## config.mk

```make
export PLATFORM = sky130hd
export DESIGN_NAME = alu_issue_stage
export DESIGN_NICKNAME = d
export VERILOG_FILES = /design/src/rtl/alu_issue_stage.sv
export SDC_FILE = /design/constraint.sdc
export NUM_CORES = 1
export LEC_CHECK = 0
export BUFFER_PORTS_ARGS = -buffer_cell sky130_fd_sc_hd__buf_4
export CAP_MARGIN = 20
export CORE_ASPECT_RATIO = 0.9
export CORE_UTILIZATION = 45
export DETAILED_ROUTE_END_ITERATION = 8
export PLACE_DENSITY = 0.75
export SETUP_SLACK_MARGIN = 0.1
export SYNTH_ARGS = -nofsm -noshare
export SYNTH_HDL_FRONTEND = slang
export SYNTH_SLANG_ARGS = --single-unit
```

## constraint.sdc

```tcl
create_clock -name clk -period 3.3 [get_ports clk]
set_input_delay 0.33 -clock clk [delete_from_list [all_inputs] [get_ports clk]]
set_output_delay 0.33 -clock clk [all_outputs]
set_load 0.005 [all_outputs]
```

## src/rtl/alu_issue_stage.sv

```systemverilog
// alu_issue_stage: operand fetch and issue stage in front of the combinational ALU.
// Reads rs1/rs2 through the register-file ports, applies writeback bypass, and
// holds the instruction while a 32-entry busy scoreboard reports a RAW/WAW hazard.
// Issued operands sit in output registers behind a valid/ready handshake.
module alu_issue_stage #(
    parameter int IMM_W = 16
) (
    input  logic             clk,
    input  logic             rstn,
    // decoded instruction
    input  logic             in_valid,
    output logic             in_ready,
    input  logic             in_is_imm,
    input  logic [4:0]       in_funct,
    input  logic [4:0]       in_rd,
    input  logic [4:0]       in_rs1,
    input  logic [4:0]       in_rs2,
    input  logic [IMM_W-1:0] in_imm,
    // register file read ports
    output logic [4:0]       rf_raddr1,
    output logic [4:0]       rf_raddr2,
    input  logic [31:0]      rf_rdata1,
    input  logic [31:0]      rf_rdata2,
    // writeback
    input  logic             wb_valid,
    input  logic [4:0]       wb_rd,
    input  logic [31:0]      wb_data,
    // ALU side
    output logic             alu_valid,
    input  logic             alu_ready,
    output logic             alu_is_imm,
    output logic [4:0]       alu_funct,
    output logic [31:0]      alu_val1,
    output logic [31:0]      alu_val2,
    output logic [4:0]       alu_rd,
    // statistics
    output logic [31:0]      stall_cycles
);

    logic [31:0] busy_q, busy_d;
    logic [31:0] eff_busy;
    logic        hazard;
    logic        issue;
    logic [31:0] op1, op2, imm_ext;

    logic        alu_valid_q;
    logic        alu_is_imm_q;
    logic [4:0]  alu_funct_q;
    logic [31:0] alu_val1_q, alu_val2_q;
    logic [4:0]  alu_rd_q;
    logic [31:0] stall_q;

    // Source operand: x0 reads zero, a same-cycle writeback beats the register file.
    function automatic logic [31:0] src_operand(input logic [4:0]  rs,
                                                input logic [31:0] rf,
                                                input logic        wbv,
                                                input logic [4:0]  wbr,
                                                input logic [31:0] wbd);
        if (rs == 5'd0)
            return 32'd0;
        else if (wbv && wbr == rs)
            return wbd;
        else
            return rf;
    endfunction

    assign rf_raddr1 = in_rs1;
    assign rf_raddr2 = in_rs2;

    // Busy bits as seen this cycle: a retiring write already frees its register.
    always_comb begin
        // NOTE: every always_comb output gets a full default first so no latch is inferred.
        eff_busy = busy_q;
        if (wb_valid)
            eff_busy[wb_rd] = 1'b0;
    end

    assign hazard   = eff_busy[in_rs1] | (~in_is_imm & eff_busy[in_rs2]) | eff_busy[in_rd];
    assign in_ready = ~hazard & (~alu_valid_q | alu_ready);
    assign issue    = in_valid & in_ready;

    // Operand selection; add/sub immediates sign-extend, shift amounts zero-extend.
    always_comb begin
        imm_ext = (in_funct[1:0] != 2'b00) ? 32'($signed(in_imm)) : 32'(in_imm);
        op1     = src_operand(in_rs1, rf_rdata1, wb_valid, wb_rd, wb_data);
        op2     = in_is_imm ? imm_ext
                            : src_operand(in_rs2, rf_rdata2, wb_valid, wb_rd, wb_data);
    end

    // Scoreboard next state: writeback clears, issue sets and wins on the same index.
    always_comb begin
        busy_d = busy_q;
        if (wb_valid)
            busy_d[wb_rd] = 1'b0;
        if (issue && in_rd != 5'd0)
            busy_d[in_rd] = 1'b1;
        busy_d[0] = 1'b0;
    end

    // Scoreboard register.
    always_ff @(posedge clk or negedge rstn) begin
        // NOTE: the scoreboard is reset like any other flop; stale busy bits would deadlock issue.
        if (!rstn)
            busy_q <= '0;
        else
            // NOTE: sequential state uses non-blocking assignment so all flops update together.
            busy_q <= busy_d;
    end

    // Output stage: load on issue, drop valid when consumed without a replacement.
    always_ff @(posedge clk or negedge rstn) begin
        if (!rstn) begin
            alu_valid_q  <= 1'b0;
            alu_is_imm_q <= 1'b0;
            alu_funct_q  <= '0;
            alu_val1_q   <= '0;
            alu_val2_q   <= '0;
            alu_rd_q     <= '0;
        end else if (issue) begin
            alu_valid_q  <= 1'b1;
            alu_is_imm_q <= in_is_imm;
            alu_funct_q  <= in_funct;
            alu_val1_q   <= op1;
            alu_val2_q   <= op2;
            alu_rd_q     <= in_rd;
        end else if (alu_ready) begin
            alu_valid_q  <= 1'b0;
        end
    end

    // Saturating count of cycles where an offered instruction was not accepted.
    always_ff @(posedge clk or negedge rstn) begin
        if (!rstn)
            stall_q <= '0;
        else if (in_valid && !in_ready && stall_q != 32'hFFFF_FFFF)
            stall_q <= stall_q + 32'd1;
    end

    assign alu_valid    = alu_valid_q;
    assign alu_is_imm   = alu_is_imm_q;
    assign alu_funct    = alu_funct_q;
    assign alu_val1     = alu_val1_q;
    assign alu_val2     = alu_val2_q;
    assign alu_rd       = alu_rd_q;
    assign stall_cycles = stall_q;

endmodule

```

==> results.txt, run 1 <==
Max clock buf depth: 2
Antenna diodes: 0
Vias in the first global route: 7581
Number of DRC markers in iteration 0: 645
P_leak: 5.23 nW
Vert. Die Dim: 130 um
Cell family with most CP delay: simple AND/OR/NAND/NOR gates
Total power draw: 6.97 mW
Remaining antenna violation count: 0
Worst path buffer plus inverter count: 4
1st-pass router iterations: 7
Crit end category: output pin
Share of layout cells above drive strength 1: 36.8%
GRT Util Overall: 29.1%
DRC Markers: 0
Area delta synth->final: 39.1%
Synthesis Warnings: 0
Via count: 8008
Finish-stage setup viols: 0
Unique masters post-synth: 69
Rows: 46
Post-synthesis net count: 995
Clock skew: 7.07 ps
Final Net Count: 1273
Max_cap viols: 0
First-pass GRT wire length: 41200 um
Outcome: complete, no violations
Clock period minus final worst setup slack: 3070 ps
Req. time, crit path: 2970 ps
Pin count of the biggest net entering global routing: 119
Via density: 5.80
Area of the die: 0.0187 sq mm
Place WS: -10.9 ps
IO Port Bufs: 261
Worst hold path class: primary input to register
Die Wd: 144 um
Sequential share of the synthesized area: 42.6%
Synthesized flop and latch total: 139
Fmax: 326 MHz
Number of synthesized flops with an enable pin: 0
Slew Limit Headroom: 53.8%
Clock sinks: 139
# IOs: 262
Root Buffer: clkbuf_16
Final wirelength: 27700 um
Async set-reset flop share out of synthesis: 100%
Critical path fanouts, max: 11
Slew Viols, Final: 0
RSZ-0062 raised after global routing: no
Clock Pin Slew Worst Setup and Hold Paths: 60 ps
Post-Syn Area: 0.00817 sq mm
Post-Syn Instances: 851
DP Area: 0.0107 sq mm
RD Place Congestion: 1.03
Crit-path max cell delay: 440 ps
Yosys top cell area share: 42.6%
Placed cells: 1347
Core ar.: 0.0177 sq mm
Cell Chain, Critical Path: buf_4 -> or2_2 -> o21ai_1 -> o22ai_1 -> a2111o_1 -> nor4_2 -> nand4_1 -> buf_4 -> nor3_4 -> buf_12 -> buf_4
Non-filler cells, final: 1381
Worst slew pin tran: 693 ps
CTS tree: yes
Avg Synthesized Cell Area: 9.60 sq um
Initial Util: 46.2%
Fin area: 0.0114 sq mm
Critical path's most frequent cell: buf_4
Remaining global-route overflow: 0
Worst setup margin: 233 ps
Crit Path Class: primary input to output pin
Hpwl dp: 20100 um
Critical Path Slowest Stage Cell: a2111o_1
Startpoint Class: primary input
Synth Flop Type: dfrtp_1
Worst VDD drop: 394 uV
Biggest area consumer among synthesized cells: dfrtp_1
Initial antenna violation count: 0
Crit share post-route: 93.0%
Routed WL per cell: 20.0 um
Top post-synthesis cells by area: dfrtp_1 (43%), mux2i_1 (9.6%), o21ai_0 (4.6%)
H-Tree Depth: 4
Inserted Clock Buffers: 17
Clk_lat worst skew: 420 ps
Pwr/cell area: 614 mW/mm^2
Arr. time, crit path: 2740 ps
Final Hold Fails: 0
layout make-up:
| class | count | area [sq um] |
|---|---|---|
| Tap cell | 240 | 300 |
| Multi-Input combinational cell | 623 | 4340 |
| Clock inverter | 9 | 113 |
| Clock buffer | 22 | 484 |
| Inverter | 12 | 45.0 |
| Timing Repair Buffer | 336 | 2600 |
| Sequential cell | 139 | 3480 |
| Fill cell | 1505 | 6310 |
routing by layer:
layer  wire [um]  part of all wire, %  up-vias  GRT usage, %
li1            -                    -     3671             -
met1       11700                   42     3879          39.8
met2       12900                   47      401          45.2
met3        2420                  8.8       57          7.34
met4         673                  2.4        0          8.95
met5           0                    0        -             0
report_power, final:
part	leakage, nW	internal, mW	switching, mW	total [mW]
clock network	0.293	1.19	0.746	1.94
logic	3.17	1.31	1.11	2.42
registers	1.78	2.26	0.358	2.62
total	5.23	4.76	2.22	6.97
flip-flops by register name, indices dropped and copies added (netlist names):
name,count
alu_valid,1
alu_rd,5
alu_is_imm,1
stall_cycles,32
alu_val1,32
alu_funct,5
busy_q,31
alu_val2,32
placed cells by master (no fill, tap or decap), types with 4 or more instances in the layout:
cell type and count:
buf_4 329, dfrtp_1 139, nand2_1 83, mux2i_1 78, o21ai_0 73, o31ai_1 42, nor2_1 33, mux2_2 31
xor2_1 29, nor3_1 24, nand3_1 23, a21oi_1 20, clkbuf_16 18, xnor2_1 15, nand4_1 14, nand2b_1 12
inv_1 11, o21ai_1 10, and3_1 9, a31oi_1 8, nor4_1 8, or3_1 7, or2_2 6, nor3b_1 6
nor2b_1 6, a21boi_0 4, nand4b_1 4, o2111ai_1 4, and2_1 4, o311ai_0 4, clkbuf_8 4, buf_12 4
path summary, 6_finish.rpt:
check / startpoint / to / slack [ps] / depth (start not counted)
setup / recovery: wb_rd[0] / in_ready / 230 / 11
hold / removal: in_funct[3] / alu_funct[3]$_DFFE_PN0P_ / 140 / 2
setup reg to reg: busy_q[17]$_DFF_PN0_ / alu_val2[23]$_DFFE_PN0P_ / 390 / 9
hold reg to reg: alu_val1[20]$_DFFE_PN0P_ / alu_val1[20]$_DFFE_PN0P_ / 480 / 2
max in group asynchronous: rstn / stall_cycles[13]$_DFFE_PN0P_ / 1960 / 3
min in group asynchronous: rstn / alu_val1[18]$_DFFE_PN0P_ / 500 / 2
repair_timing:
item	in CTS	in global routing
hold endpoints to repair	73	0
gates resized for setup	0	3
endpoints found under the setup margin	0	1
setup buffers	0	1
hold buffers	1	0
synth_stat cells (4+ instances only):
library cell and number:
xor2_1 29, mux2_2 31, o41ai_1 4, dfrtp_1 139, xnor2_1 15, nor4_1 8, or3_1 7, nand2_1 83
nor3_1 25, nor2b_1 6, nand4_1 14, a21boi_0 4, nand2b_1 12, and3_1 9, and2_1 4, o31ai_1 42
nor2_1 35, nand4b_1 4, a21oi_1 20, nand3_1 23, buf_2 12, o21ai_0 75, o311ai_0 4, clkbuf_1 50
a31oi_1 8, or2_2 6, o2111ai_1 4, inv_1 11, o21ai_1 10, nor3b_1 7, buf_4 11, mux2i_1 78
through the flow:
step                TNS, ps  hold slack [ps]  utilization [%]
floorplan                 0             34.4                -
finish                    0              143             64.3
CTS                       0              133             64.0
global placement          0              396             60.6
detailed placement    -56.5              396             60.6
global route              0              127             64.3
logic make-up after synthesis:
family / count (synthesis) / synth area share [%]
multiplexers: 111 / 14.4
AND/OR/NAND/NOR: 262 / 17.1
AO/OA/AOI/OAI: 205 / 16.2
buffers and inverters: 89 / 4.87
flip-flops: 139 / 42.6
XOR/XNOR: 44 / 4.72
adder cells (fa/ha/maj): 1 / 0.153
No activity file was read; power rests on OpenSTA's default activity.
==> run 2, diff against run 1 <==
--- a/config.mk
+++ b/config.mk
@@ -10,6 +10,7 @@
 export CORE_ASPECT_RATIO = 0.9
 export CORE_UTILIZATION = 45
 export DETAILED_ROUTE_END_ITERATION = 8
+export GPL_TIMING_DRIVEN = 0
 export PLACE_DENSITY = 0.75
 export SETUP_SLACK_MARGIN = 0.1
 export SYNTH_ARGS = -nofsm -noshare
==> run 2 against run 1 <==
  * Combinational power is 6% higher
  * First-iteration DRC count is 4.5% lower
  * Largest power group unchanged
  * Final area is 3.0% higher
  * Largest cell class unchanged
==> results.txt, run 2 (synthesized netlist as in run 1, its figures left out) <==
Clk_lat worst skew: 420 ps (about the same)
H-Tree Depth: 4 (unchanged)
Placed cells: 1347 (unchanged)
Core ar.: 0.0177 sq mm (unchanged)
Outcome: complete, no violations
RSZ-0062 raised after global routing: yes
Vias in the first global route: 7765 (+2.4%)
Switching share of power: 32.9% (+1.1 points)
Die Wd: 144 um (unchanged)
Fmax: 313 MHz (-4.1%)
Highest-count cells in the layout ignoring fill and taps: buf_4 (288), dfrtp_1 (139), nand2_1 (79)
IO Port Bufs: 253 (-3.1%)
Cell internal pwr: 4.83 mW (+1.5%)
Remaining global-route overflow: 0 (unchanged)
Final Hold Fails: 0 (unchanged)
Worst setup margin: 103 ps (-130 ps)
Share of layout cells above drive strength 1: 38.3% (+1.5 points)
RD Place Congestion: 1.00 (-2.4%)
Max_cap viols: 0 (unchanged)
Remaining antenna violation count: 0 (unchanged)
Rows: 46 (unchanged)
# IOs: 262 (unchanged)
DRC Markers: 0 (unchanged)
Number of DRC markers in iteration 0: 616 (-4.5%)
Fill cell instance count of the final layout: 1447 (-3.9%)
First-pass GRT wire length: 42900 um (+4.0%)
Slew Viols, Final: 0 (unchanged)
Clock period minus final worst setup slack: 3200 ps (+130 ps)
Clock sinks: 139 (unchanged)
Power share of the clock group: 27.4% (-0.4 points)
Initial Util: 46.2% (unchanged)
Final wirelength: 29300 um (+5.9%)
Routed WL per cell: 21.0 um (+4.5%)
Pin count of the biggest net entering global routing: 83 (-30%)
WL met2: 13800 um (+7.1%)
Non-filler cells, final: 1399 (+1.3%)
Flop2flop setup slack: 270 ps (-120 ps)
Met1 WL: 12100 um (+3.4%)
Inserted Clock Buffers: 17 (unchanged)
Highest routed layer: met5
Final Net Count: 1292 (+1.5%)
Fin area: 0.0117 sq mm (+3.0%)
Worst hold path class: primary input to register
1st-pass router iterations: 6 (-1)
Area of the die: 0.0187 sq mm (unchanged)
Clock Pin Slew Worst Setup and Hold Paths: 60 ps (about the same)
Req. time, crit path: 3570 ps (+600 ps)
Core Util, Final: 66.2% (+1.9 points)
Root Buffer: clkbuf_16
Crit end category: register
Routed length on met3: 2550 um (+5.4%)
GRT Util Overall: 30.3% (+1.2 points)
Finish-stage setup viols: 0 (unchanged)
Sequential power share: 36.9% (-0.6 points)
Clock skew: 14.0 ps (+6.92 ps)
Critical path fanouts, max: 10 (-1)
Antenna diodes: 0 (unchanged)
Startpoint Class: primary input
Net Sw Power: 2.37 mW (+6.9%)
Via density: 5.90 (+1.8%)
Arr. time, crit path: 3470 ps (+730 ps)
Max clock buf depth: 2 (unchanged)
Hpwl dp: 21300 um (+5.6%)
Crit share post-route: 96.9% (+3.9 points)
Commonest non-fill, non-tap cell in the layout: buf_4
Pwr/cell area: 616 mW/mm^2 (+0.28%)
DP Area: 0.0104 sq mm (-2.7%)
Initial antenna violation count: 1 (+1)
P_leak: 5.27 nW (+0.61%)
Crit Path Class: primary input to register
Place WS: -723 ps (-712 ps)
Comb pwr share: 35.7% (+1.0 points)
Worst slew pin tran: 1010 ps (+314 ps)
CTS tree: yes
Worst VDD drop: 379 uV (-4.0%)
Vert. Die Dim: 130 um (unchanged)
Via count: 8260 (+3.1%)
Area delta synth->final: 43.2%
Slew Limit Headroom: 32.6% (-21 points)
==> run 2: cell count changes in the layout (fill, tap and decap cells not counted), moves of 5 or more <==
cell,change
buf_4,-41
clkbuf_1,+37
o31ai_1,-24
o31ai_2,+18
o21ai_0,-13
buf_2,+8
o21ai_4,+7
o31ai_4,+6
clkbuf_2,+5
o21ai_1,+5
==> run 2: what timing repair did <==
item / CTS / global route
hold buffers: 1 / 0
buffers inserted: 4 / 14
gates resized for setup: 46 / 95
pin swaps: 2 / 15
gates cloned: 0 / 3
hold endpoints to repair: 57 / 0
endpoints found under the setup margin: 137 / 134
==> run 2: power by group through the flow <==
| stage | clock network (mW) | registers [mW] | logic (mW) |
|---|---|---|---|
| floorplan | 0 | 2.60 | 0.961 |
| global placement | 0 | 2.62 | 2.22 |
| detailed placement | 0 | 2.63 | 2.27 |
| CTS | 1.99 | 2.63 | 2.33 |
| global route | 2.05 | 2.72 | 2.76 |
| finish | 1.97 | 2.66 | 2.57 |
==> run 2: area by class of cell <==
class / instances / area (sq um) / area share [%]
multi-input combinational: 623 / 4660 / 39.8
sequential: 139 / 3480 / 29.7
timing repair buffer: 278 / 2170 / 18.6
clock buffer: 20 / 457 / 3.91
buffer: 77 / 440 / 3.77
tap: 240 / 300 / 2.57
clock inverter: 10 / 141 / 1.21
inverter: 12 / 45.0 / 0.385
==> run 2: worst paths after layout <==
kind | from | endpoint | depth (start not counted)
setup / recovery | wb_rd[4] | alu_val1[2]$_DFFE_PN0P_ | 14
hold / removal | in_funct[3] | alu_funct[3]$_DFFE_PN0P_ | 2
setup reg to reg | busy_q[12]$_DFF_PN0_ | alu_val1[2]$_DFFE_PN0P_ | 12
hold reg to reg | alu_val2[4]$_DFFE_PN0P_ | alu_val2[4]$_DFFE_PN0P_ | 2
max in group asynchronous | rstn | alu_val1[5]$_DFFE_PN0P_ | 3
min in group asynchronous | rstn | alu_val2[19]$_DFFE_PN0P_ | 2
==> run 2: metrics by stage <==
step                hold slack (ps)  total power [mW]  setup TNS, ps
floorplan                      34.4              3.56              0
global placement                462              4.84         -80300
detailed placement              336              4.90         -81410
CTS                             127              6.95              0
global route                    134              7.53              0
finish                          142              7.20              0
==> run 2: metal layers <==
layer | track usage (%) | vias to the layer above
li1 | - | 3720
met1 | 41.0 | 4003
met2 | 47.8 | 463
met3 | 6.24 | 72
met4 | 11.5 | 2
met5 | 0 | -
==> run 2: critical path, stage by stage <==
cell and delay, ps:
buf_4 160, clkbuf_2 320, inv_1 210, o311ai_0 430, nor3b_1 230, o21ai_0 140
o2111ai_1 130, nand2_1 220, or4b_1 560, buf_6 160, clkbuf_16 150, buf_2 190
nand2_1 140, o31ai_4 80
